File: src/rtl/wb_regfile.sv
// Write-back stage and register file of the 8-bit core.
// One-entry write-back register commits to the array a cycle later.
module wb_regfile #(
  parameter int DW = 8,
  parameter int AW = 3
) (
  input  logic          clk,
  input  logic          rst_n,
  input  logic          wr_en,
  input  logic [AW-1:0] wr_addr,
  input  logic [DW-1:0] wr_data,
  input  logic          stall,
  input  logic          flush,
  input  logic [AW-1:0] rd_addr_a,
  input  logic [AW-1:0] rd_addr_b,
  output logic [DW-1:0] rd_data_a,
  output logic [DW-1:0] rd_data_b,
  output logic          wb_pending
);

  localparam int NREG = 1 << AW;

  logic [DW-1:0] regs [NREG];
  logic          wb_valid;
  logic [AW-1:0] wb_addr;
  logic [DW-1:0] wb_data;

  logic advance;
  logic commit;

  assign advance = !flush && !stall;
  assign commit  = advance && wb_valid;

  // Stage capture; address/data only load on a real write so
  // don't-care inputs never reach the stage registers.
  always_ff @(posedge clk or negedge rst_n) begin
    if (!rst_n) begin
      wb_valid <= 1'b0;
      wb_addr  <= '0;
      wb_data  <= '0;
    end else if (flush) begin
      wb_valid <= 1'b0;
    end else if (!stall) begin
      wb_valid <= wr_en;
      if (wr_en) begin
        wb_addr <= wr_addr;
        wb_data <= wr_data;
      end
    end
  end

  // Commit the pending entry into the array.
  always_ff @(posedge clk or negedge rst_n) begin
    if (!rst_n) begin
      for (int i = 0; i < NREG; i++)
        regs[i] <= '0;
    end else if (commit) begin
      regs[wb_addr] <= wb_data;
    end
  end

  // Read ports with bypass from the pending entry.
  always_comb begin
    rd_data_a = regs[rd_addr_a];
    rd_data_b = regs[rd_addr_b];
    if (wb_valid && wb_addr == rd_addr_a)
      rd_data_a = wb_data;
    if (wb_valid && wb_addr == rd_addr_b)
      rd_data_b = wb_data;
  end

  assign wb_pending = wb_valid;

endmodule
File: config.mk
export PLATFORM = sky130hd
export DESIGN_NAME = wb_regfile
export DESIGN_NICKNAME = d
export VERILOG_FILES = /design/src/rtl/wb_regfile.sv
export SDC_FILE = /design/constraint.sdc
export NUM_CORES = 1
export LEC_CHECK = 0
export BUFFER_PORTS_ARGS = -buffer_cell sky130_fd_sc_hd__buf_2
export CAP_MARGIN = 20
export CORE_MARGIN = 5
export CORE_UTILIZATION = 54
export DETAILED_ROUTE_END_ITERATION = 10
export GPL_TIMING_DRIVEN = 0
export MAX_ROUTING_LAYER = met4
export PLACE_DENSITY = 0.74
export SLEW_MARGIN = 25
export SYNTH_ARGS = -nofsm -noshare
export SYNTH_HDL_FRONTEND = slang
export SYNTH_SLANG_ARGS = --single-unit
File: constraint.sdc
create_clock -name clk -period 3.5 [get_ports clk]
set_clock_uncertainty 0.05 [all_clocks]
set_input_delay 0.875 -clock clk [delete_from_list [all_inputs] [get_ports clk]]
set_output_delay 0.875 -clock clk [all_outputs]
set_load 0.005 [all_outputs]
# After elaboration in Yosys (flattened, before gate mapping)
# Index checks and enable logic that the tools add are counted.
# totals
reg_bits	76
latch_bits	0
ramBits	0
romBits	0
input_bits	22
out_inout_bits	17
n_memories	0
# classes
n_addsub	0
n_mul	0
div	0
magnitude_cmp	4
eq_ne	3
shift	0
mux	13
bitwise_logic	5
reduce_logical	8
# op_table
op	count
$bwmux W64	1
$mux W8	7
$bmux W8 S3	2
$demux W8 S3	1
$ge A4 B4 Y1 const B	3
$not A3 Y4	3
$eq A3 B3 Y1	2
$logic_and A1 B1 Y1	5
$lt A4 B1 Y1 const B	1
$reduce_and A3 Y1	1
$logic_not A1 Y1	2
$mux W1	2
$ne A2 B1 Y1 const B	1
$not A1 Y1	2

# Depth between registers and ports, before layout
# Gate-level depths: netlist (run 1).
# depth
ltp_word	6
mapped_depth	5
depth_no_buf	3

# Least setup slack after synthesis (run 1)
# Ideal clock, no wire load.
# synth_path
kind	input -> output
from	in rd_addr_a[0]
to	out rd_data_a[5]
arrival_ps	2179
path_slack_ps	396
cell_stages	5
n_path_buf	2
path_cell_list	buf_6 -> buf_12 -> mux4_1 -> mux2_2 -> mux2_4
# synth_via
elab_chain_cells	5
word_cells_on_any_way	7
cone_classes	1 x eq/ne; 4 x mux; 1 x bitwise; 1 x reduce/logical
# synth_rtl
item	line_no	rtl
from (decl)	14	input logic [AW-1:0] rd_addr_a,
$not A3 Y4 (implied by the code)	64	rd_data_a = regs[rd_addr_a];
$bmux W8 S3	64	
$mux W8 (implied by the code) (2 in series)	64	
$mux W8 (*)	66	if (wb_valid && wb_addr == rd_addr_a)
to (decl)	16	output logic [DW-1:0] rd_data_a,
# Every way passes the cells marked *; elsewhere a longest branch is shown, timed or not. The select of a mux whose other input is x is not followed.

# Worst setup path after layout (run 1)
# layout_path
from	in rd_addr_a[1]
to	out rd_data_a[3]
# The elaborated chain is that of the path after synthesis.

==> impl_metrics.py, run 1 <==
metrics = {
    "status": {
        "outcome": "complete, no violations",
    },
    "drt": {
        "routedWlPerCell_um": 21.36,
        "viasPerCell": 5.966,
        "num_vias": 2470,
        "ant_nets": 0,
        "drc": 0,
        "first_pass_iters": 4,
        "drt-total-wl_mm": 8.845,
        "drtIter0Drc": 91,
    },
    "synth": {
        "ys_seq_elements": 76,
        "syn_nets": 284,
        "synth_cell_types": 19,
        "avgSynthCellArea_um2": 16.12,
        "syn-cell-area_um2": 4224,
        "postSynthCellCount": 262,
        "synth_warnings": 0,
        "synth_seq_area_share": 0.4502,
    },
    "min_path": {
        "hold_class": "in -> async",
    },
    "setup_path": {
        "path_max_fanout": 10,
        "rr_worst_depth": 4,
        "cp.arrival_ns": 2.47,
        "worst-setup-path-type": "in -> out",
        "start_kind": "primary input",
        "ff2ff_setup_slack_ns": 1.52,
        "cp-endpoint": "rd_data_a[3]",
        "regToRegEndpoint": "regs[11]",
        "cp.required_ns": 2.57,
        "rr_startpoint": "wb_addr[0]",
        "timing.critical_path.from": "rd_addr_a[1]",
        "end_kind": "primary output",
    },
    "global_route": {
        "grt_pass1_wl_mm": 14.59,
        "grt_usage": 0.2030,
        "antenna_found_initial": 0,
        "gr-total-overflow": 0,
        "first_global_vias": 2650,
        "grt_max_degree": 43,
    },
    "power": {
        "switching_power_uw": 659.9,
        "ir_worst_vdd_mv": 0.2358,
        "p_int_mw": 1.842,
        "p_seq_frac": 0.461,
        "switching_share": 0.2638,
        "combPwrFrac": 0.247,
        "powerDensity_nw_per_um2": 525.1,
        "p_leak_nw": 2.331,
        "clkPwrFrac": 0.293,
    },
    "timing": {
        "hold_violations": 0,
        "setup_viol": 0,
        "rsz0062_at_grt": "no",
        "worst_slew_pin_slew_ns": 0.6041,
        "period_minus_slack_ns": 3.398,
        "maxSlewViolCount": 0,
        "timing.fmax_ghz": 0.2943,
        "period_share": 0.9708,
        "max_slew_margin": 0.5973,
        "fin_setup_tns_ns": 0,
    },
    "layout": {
        "final_cell_area_um2": 4765,
        "num_antenna_cells": 0,
        "area_delta_synth_final_pct": 12.80,
        "finalNetCount": 330,
        "layout-drive-gt1-share": 0.5897,
    },
    "clock_network": {
        "post_cts_resized": 0,
        "post_cts_buffers": 2,
        "cts_tree": "yes",
        "clock_sinks": 76,
        "clkLatencyLatePin_ns": 0.34,
        "ctsLongestPathBuffers": 2,
        "cts.reportedPaths.clkPinSlew_ns": 0.07,
        "cts_buffers": 9,
        "cts_root_buffer": "clkbuf_8",
        "h-tree-depth": 3,
        "holdBufCountCts": 0,
    },
    "placed_design": {
        "dp_hpwl_mm": 6.153,
        "place_congestion": 0.8021,
        "placed_area_um2": 4534,
        "numPortBuffers": 32,
    },
    "die": {
        "die_y_um": 98.45,
        "rows": 32,
        "start_util": 0.5495,
        "fp.dieW_um": 98.45,
        "num_io_pins": 39,
        "die-area_um2": 9691,
        "placeableCoreArea_um2": 7687,
    },
    "run": {
        "maxCapViolCount": 0,
    },
}
## through the flow
step                      hold slack [ns]    util  power, mW  setup slack [ns]  std cells
after CTS                          0.4400  0.6198      2.524            0.1158        414
after global routing               0.4578  0.6198      2.638           0.04803        414
after detailed placement           0.4399  0.5898      1.790          -0.09522        397
after floorplan                    0.4274       -      1.591            0.3956        262
after global placement             0.4301  0.5869      1.759           -0.1376        396
final                              0.4289  0.6198      2.502            0.1020        414
## Yosys cell counts
| master | n | area [um2] |
|---|---|---|
| mux4_1 | 18 | 473.0 |
| mux2_4 | 2 | 30.03 |
| mux2_2 | 105 | 1182 |
| xnor2_1 | 6 | 52.55 |
| nand4_1 | 2 | 12.51 |
| nor3b_1 | 1 | 7.510 |
| buf_6 | 4 | 45.04 |
| mux2i_1 | 1 | 10.01 |
| mux4_2 | 14 | 315.3 |
| nor2_1 | 2 | 7.510 |
| buf_2 | 6 | 30.03 |
| nor2b_1 | 2 | 12.51 |
| dfrtp_1 | 76 | 1902 |
| nor4b_2 | 1 | 15.01 |
| clkbuf_1 | 11 | 41.29 |
| and4bb_2 | 1 | 12.51 |
| buf_12 | 2 | 40.04 |
| and3_1 | 2 | 12.51 |
| nand2_1 | 6 | 22.52 |
## routing by layer
metal	share of wire	track usage
met4	0.013	0.05042
met5	0	-
met3	0.037	0.05520
met1	0.44	0.2697
met2	0.51	0.3141
## layout make-up
type | count | area [um2]
fillers | 592 | 2923
multi-input cells | 163 | 2166
flip-flops and latches | 76 | 1902
repair buffers | 35 | 197.7
plain buffers | 23 | 156.4
clock buffers | 11 | 141.4
well taps | 102 | 127.6
clock inverters | 4 | 73.82
## flip-flops by register name, indices dropped and copies added (netlist names)
signal	flops
regs	64
wb_addr	3
wb_data	8
wb_pending	1
## power by group through the flow
stage / logic, mW / registers [mW] / clock network (mW)
floorplan: 0.463 / 1.13 / 0
global placement: 0.606 / 1.15 / 0
detailed placement: 0.624 / 1.17 / 0
CTS: 0.627 / 1.15 / 0.748
global route: 0.677 / 1.17 / 0.787
finish: 0.617 / 1.15 / 0.732
## worst min path at each step
stage | startpoint | to | slack [ns] | depth (start not counted)
2_1_floorplan | wb_data[0] | regs[0] | 0.43 | 1
3_3_place_gp | wb_data[5] | regs[5] | 0.43 | 1
3_5_place_dp | wb_data[6] | regs[6] | 0.44 | 1
4_1_cts | rst_n | wb_data[7] | 0.44 | 1
5_1_grt | rst_n | wb_data[7] | 0.46 | 1
6_report | rst_n | wb_data[7] | 0.43 | 1
## cell families after synthesis
logic type,synth area share
xor+xnor,0.01244
buf+inv,0.03703
flops,0.4502
mux,0.4760
simple gates,0.02429
## critical path, stage by stage
cell    delay, ns
buf_2        0.21
buf_2        0.34
mux4_2       0.36
mux2_2       0.27
mux2_2       0.28
buf_2        0.13
## cell usage in the layout (no fill, tap or decap)
cell type  instances
buf_6              4
buf_4              3
mux4_1            18
mux2_2           105
nor2_1             2
nand2_1            6
clkinv_2           1
buf_12             3
dfrtp_1           76
nor4b_2            1
mux2_4             2
and3_1             2
xnor2_1            6
nor2b_1            2
bufinv_16          2
nand4_1            2
and4bb_2           1
mux4_2            14
buf_2             37
clkbuf_8          10
mux2i_1            1
clkinv_4           1
clkbuf_1          12
nor3b_1            1
Note: power is estimated with default switching activity, not from simulation.
==> run 2, diff against run 1 <==
--- a/config.mk
+++ b/config.mk
@@ -9,10 +9,12 @@
 export CAP_MARGIN = 20
 export CORE_MARGIN = 5
 export CORE_UTILIZATION = 54
+export CTS_BUF_LIST = sky130_fd_sc_hd__clkbuf_16
 export DETAILED_ROUTE_END_ITERATION = 10
 export GPL_TIMING_DRIVEN = 0
 export MAX_ROUTING_LAYER = met4
 export PLACE_DENSITY = 0.74
+export SKIP_CTS_REPAIR_TIMING = 1
 export SLEW_MARGIN = 25
 export SYNTH_ARGS = -nofsm -noshare
 export SYNTH_HDL_FRONTEND = slang
==> run 2 against run 1 <==
Against the previous run: clock-buffer cell count decreased by 2; critical endpoint unchanged; non-clock buffer count unchanged; sequential power about the same.
==> impl_metrics.py, run 2 (synthesis gave the netlist of run 1 again) <==
metrics = {
    "setup_path": {
        "end_kind": "primary output",
        "slowest_delay_ns": 0.35,
        "crit_chain": "buf_2 -> buf_2 -> mux4_2 -> mux2_2 -> mux2_2 -> buf_2",
        "cp.arrival_ns": 2.46,
        "start_kind": "primary input",
        "timing.critical_path.from": "rd_addr_a[1]",
        "path_max_fanout": 10,
        "cp_common_cell": "buf_2",
        "cp.required_ns": 2.57,
        "cp_slowest_cell": "mux4_2",
        "worst-setup-path-type": "in -> out",
        "rr_worst_depth": 4,
        "ff2ff_setup_slack_ns": 1.53,
        "rr_startpoint": "wb_addr[0]",
        "regToRegEndpoint": "regs[10]",
    },
    "layout": {
        "largest_register_ffs": 64,
        "register_area_um2": 1902,
        "multiInputGateArea_um2": 2166,
        "fin_util": 0.6317,
        "layout_commonest_cell": "mux2_2",
        "layout-drive-gt1-share": 0.5865,
        "final_cell_mix": "105 x mux2_2, 76 x dfrtp_1, 37 x buf_2, 18 x mux4_1, 14 x mux4_2",
        "instances_no_fill": 414,
        "top_regs": "regs: 64 flops, wb_data: 8 flops, wb_addr: 3 flops",
        "area_delta_synth_final_pct": 14.96,
        "fillers": 582,
        "regMostFlops": "regs",
        "finalNetCount": 330,
        "num_antenna_cells": 0,
    },
    "placed_design": {
        "place_congestion": 0.8021,
        "place_inst": 397,
        "dp_hpwl_mm": 6.153,
        "numPortBuffers": 32,
    },
    "status": {
        "outcome": "complete, no violations",
    },
    "drt": {
        "viasPerCell": 6.005,
        "drc": 0,
        "ant_nets": 0,
        "drtIter0Drc": 98,
        "first_pass_iters": 4,
        "routedWlPerCell_um": 21.64,
        "num_vias": 2486,
        "drt-total-wl_mm": 8.958,
    },
    "timing": {
        "worst_slew_pin_slew_ns": 0.6057,
        "fin_setup_tns_ns": 0,
        "period_minus_slack_ns": 3.381,
        "hold_violations": 0,
        "rsz0062_at_grt": "no",
        "setup_viol": 0,
        "timing.fmax_ghz": 0.2958,
        "max_slew_margin": 0.5962,
        "maxSlewViolCount": 0,
        "period_share": 0.9660,
        "hold_ws_ns": 0.4486,
    },
    "global_route": {
        "antenna_found_initial": 0,
        "first_global_vias": 2634,
        "gr-total-overflow": 0,
        "grt_usage": 0.2047,
        "grt_max_degree": 43,
        "grt_pass1_wl_mm": 14.68,
    },
    "die": {
        "placeableCoreArea_um2": 7687,
        "die-area_um2": 9691,
        "rows": 32,
        "die_y_um": 98.45,
        "start_util": 0.5495,
        "fp.dieW_um": 98.45,
        "num_io_pins": 39,
    },
    "clock_network": {
        "ctsLongestPathBuffers": 2,
        "cts_buffers": 9,
        "cts_root_buffer": "clkbuf_16",
        "h-tree-depth": 3,
        "clkLatencyLatePin_ns": 0.33,
        "cts.reportedPaths.clkPinSlew_ns": 0.06,
        "clock_sinks": 76,
        "cts_tree": "yes",
    },
    "power": {
        "ir_worst_vdd_mv": 0.3235,
        "powerDensity_nw_per_um2": 562.9,
        "p_leak_nw": 2.376,
    },
    "min_path": {
        "hold_class": "in -> async",
    },
    "run": {
        "maxCapViolCount": 0,
    },
}
==> run 2: worst max-delay path by stage <==
stage	slack (ns)	cells past startpoint	endpoint
6_report	0.12	6	rd_data_a[3]
5_1_grt	0.05	6	rd_data_a[3]
4_1_cts	-0.1	6	rd_data_b[3]
3_5_place_dp	-0.1	6	rd_data_b[3]
3_3_place_gp	-0.14	6	rd_data_b[3]
2_1_floorplan	0.40	5	rd_data_a[5]
==> run 2: through the flow <==
step | area [um2] | worst slack [ns] | total power [mW]
finish | 4856 | 0.1189 | 2.733
global route | 4856 | 0.05424 | 2.871
CTS | 4841 | -0.09944 | 2.754
detailed placement | 4534 | -0.09522 | 1.790
global placement | 4512 | -0.1376 | 1.759
floorplan | 4224 | 0.3956 | 1.591
==> run 2: worst max-delay path, delay by kind of cell <==
kind,cells,cell delay (ns)
buf+inv,3,0.67
mux,3,0.90
==> run 2: power by group <==
group	switching [mW]	internal [mW]
clock network	0.343	0.615
logic	0.239	0.380
registers	0.110	1.05
==> run 2: layer usage <==
| layer | part of all wire | vias up | GRT usage | wire length [um] |
|---|---|---|---|---|
| met1 | 0.44 | 1299 | 0.2751 | 3983 |
| li1 | - | 1108 | - | - |
| met2 | 0.50 | 69 | 0.3167 | 4514 |
| met3 | 0.042 | 10 | 0.05520 | 376 |
| met4 | 0.0093 | 0 | 0.04412 | 83 |
| met5 | 0 | - | - | 0 |
==> run 2: area by class of cell <==
class / instances / share of cell area
multi-input combinational: 163 / 0.4460
sequential: 76 / 0.3917
clock buffer: 9 / 0.04638
timing repair buffer: 35 / 0.04071
buffer: 23 / 0.03221
tap: 102 / 0.02628
clock inverter: 6 / 0.01675
==> run 3, diff against run 2 <==
--- a/config.mk
+++ b/config.mk
@@ -8,12 +8,12 @@
 export BUFFER_PORTS_ARGS = -buffer_cell sky130_fd_sc_hd__buf_2
 export CAP_MARGIN = 20
 export CORE_MARGIN = 5
-export CORE_UTILIZATION = 54
+export CORE_UTILIZATION = 55
 export CTS_BUF_LIST = sky130_fd_sc_hd__clkbuf_16
 export DETAILED_ROUTE_END_ITERATION = 10
 export GPL_TIMING_DRIVEN = 0
 export MAX_ROUTING_LAYER = met4
-export PLACE_DENSITY = 0.74
+export PLACE_DENSITY = 0.75
 export SKIP_CTS_REPAIR_TIMING = 1
 export SLEW_MARGIN = 25
 export SYNTH_ARGS = -nofsm -noshare
==> run 3 against run 2 <==
Against the previous run: core utilization increased by 0.68 points; global-route usage rose by 1.6 points; combinational power barely moved; critical endpoint is now rd_data_b[5]; clock power fell by 4.7%; die area down 1.6%; clock-buffer cell count stayed put; first-iteration DRC count is 17% higher; fmax down 1.1%; routed wire length rose by 7.0%; critical path depth stayed put; worst setup slack got worse by 0.036 ns; worst hold slack got worse by 0.010 ns.
==> impl_metrics.py, run 3 (synthesis gave the netlist of run 1 again) <==
metrics = {
    "status": {
        "outcome": "complete, no violations",
    },
    "layout": {
        "num_antenna_cells": 0,
        "final_cell_area_um2": 4857,
        "finalNetCount": 331,
        "regMostFlops": "regs",
        "final_cell_mix": "105 x mux2_2, 76 x dfrtp_1, 37 x buf_2, 18 x mux4_1, 14 x mux4_2",
        "area_delta_synth_final_pct": 14.99,
        "layout_commonest_cell": "mux2_2",
        "largest_register_ffs": 64,
        "top_regs": "regs: 64 flops, wb_data: 8 flops, wb_addr: 3 flops",
        "layout-drive-gt1-share": 0.5955,
    },
    "setup_path": {
        "end_kind": "primary output",
        "worst-setup-path-type": "in -> out",
        "start_kind": "primary input",
        "cp.required_ns": 2.57,
        "path_max_fanout": 10,
        "cp.arrival_ns": 2.49,
    },
    "die": {
        "rows": 32,
        "die_y_um": 97.64,
        "num_io_pins": 39,
        "placeableCoreArea_um2": 7607,
        "fp.dieW_um": 97.64,
        "start_util": 0.5553,
        "die-area_um2": 9533,
    },
    "clock_network": {
        "cts_buffers": 9,
        "cts_tree": "yes",
        "h-tree-depth": 3,
        "clock_sinks": 76,
        "cts_root_buffer": "clkbuf_16",
        "cts.reportedPaths.clkPinSlew_ns": 0.06,
        "clkLatencyLatePin_ns": 0.33,
        "ctsLongestPathBuffers": 2,
    },
    "drt": {
        "viasPerCell": 6.132,
        "drc": 0,
        "num_vias": 2551,
        "ant_nets": 0,
        "drtIter0Drc": 115,
        "routedWlPerCell_um": 23.05,
        "first_pass_iters": 4,
        "drt-total-wl_mm": 9.588,
    },
    "global_route": {
        "grt_usage": 0.2209,
        "first_global_vias": 2678,
        "antenna_found_initial": 0,
        "grt_max_degree": 45,
        "gr-total-overflow": 0,
        "grt_pass1_wl_mm": 15.47,
    },
    "placed_design": {
        "dp_hpwl_mm": 6.117,
        "post-place-ws_ns": -0.2576,
        "placed_area_um2": 4542,
        "place_congestion": 0.8022,
        "numPortBuffers": 32,
    },
    "timing": {
        "setup_ws_ns": 0.08262,
        "hold_violations": 0,
        "timing.fmax_ghz": 0.2926,
        "rsz0062_at_grt": "no",
        "period_minus_slack_ns": 3.417,
        "hold_ws_ns": 0.4384,
        "maxSlewViolCount": 0,
        "worst_slew_pin_slew_ns": 0.7661,
        "period_share": 0.9764,
        "setup_viol": 0,
        "max_slew_margin": 0.4892,
        "fin_setup_tns_ns": 0,
    },
    "min_path": {
        "hold_class": "in -> async",
    },
    "power": {
        "powerDensity_nw_per_um2": 553.8,
        "ir_worst_vdd_mv": 0.2939,
        "p_leak_nw": 2.366,
    },
    "run": {
        "maxCapViolCount": 0,
    },
}
-- run 3: cell types whose count changed in the layout (fill, tap and decap cells not counted) --
cell,before,now
buf_12,3,2
buf_16,0,1
buf_4,3,4
bufinv_16,2,1
clkinv_1,1,0
clkinv_2,1,3
clkinv_4,1,0
clkinvlp_4,0,3
inv_1,1,0
-- run 3: final timing paths --
path	startpoint	endpoint	slack, ns	cells past startpoint
worst min register to register	wb_data[6]	regs[6]	0.45	1
worst max register to register	wb_addr[0]	regs[15]	1.47	4
max in group asynchronous	rst_n	regs[37]	2.39	2
worst min-delay path	rst_n	wb_addr[1]	0.44	1
worst max-delay path	rd_addr_b[1]	rd_data_b[5]	0.08	6
min in group clk	wb_data[6]	regs[6]	0.45	1
-- run 3: report_power, final --
group	switching, mW	internal, mW	leakage, nW	total [mW]
logic	0.237	0.382	1.22	0.618
registers	0.113	1.05	1.01	1.16
clock network	0.365	0.548	0.137	0.913
total	0.715	1.98	2.37	2.69
-- run 3: layout make-up --
cell class,count,area (um2)
Buffer,23,156.4
Clock buffer,9,225.2
Clock inverter,7,67.56
Fill cell,556,2750
Multi-Input combinational cell,163,2166
Sequential cell,76,1902
Tap cell,102,127.6
Timing Repair Buffer,36,212.7
-- run 3: worst max-delay path: stages --
cell    delay [ns]
buf_2         0.21
buf_2         0.36
mux4_2        0.36
mux2_2        0.29
mux2_2        0.26
buf_2         0.13
-- run 3: through the flow --
| step | utilization | total power, mW | std cells |
|---|---|---|---|
| 2_1_floorplan | - | 1.591 | 262 |
| 3_3_place_gp | 0.5931 | 1.750 | 396 |
| 3_5_place_dp | 0.5970 | 1.785 | 397 |
| 4_1_cts | 0.6355 | 2.702 | 413 |
| 5_1_grt | 0.6385 | 2.818 | 416 |
| 6_report | 0.6385 | 2.690 | 416 |
-- run 3: routing by layer --
| metal | routed length [um] | track usage | vias to the layer above |
|---|---|---|---|
| met5 | 0 | - | - |
| met2 | 4702 | 0.3437 | 67 |
| met1 | 4244 | 0.2994 | 1356 |
| met3 | 536 | 0.04092 | 9 |
| li1 | - | - | 1119 |
| met4 | 105 | 0.06496 | 0 |
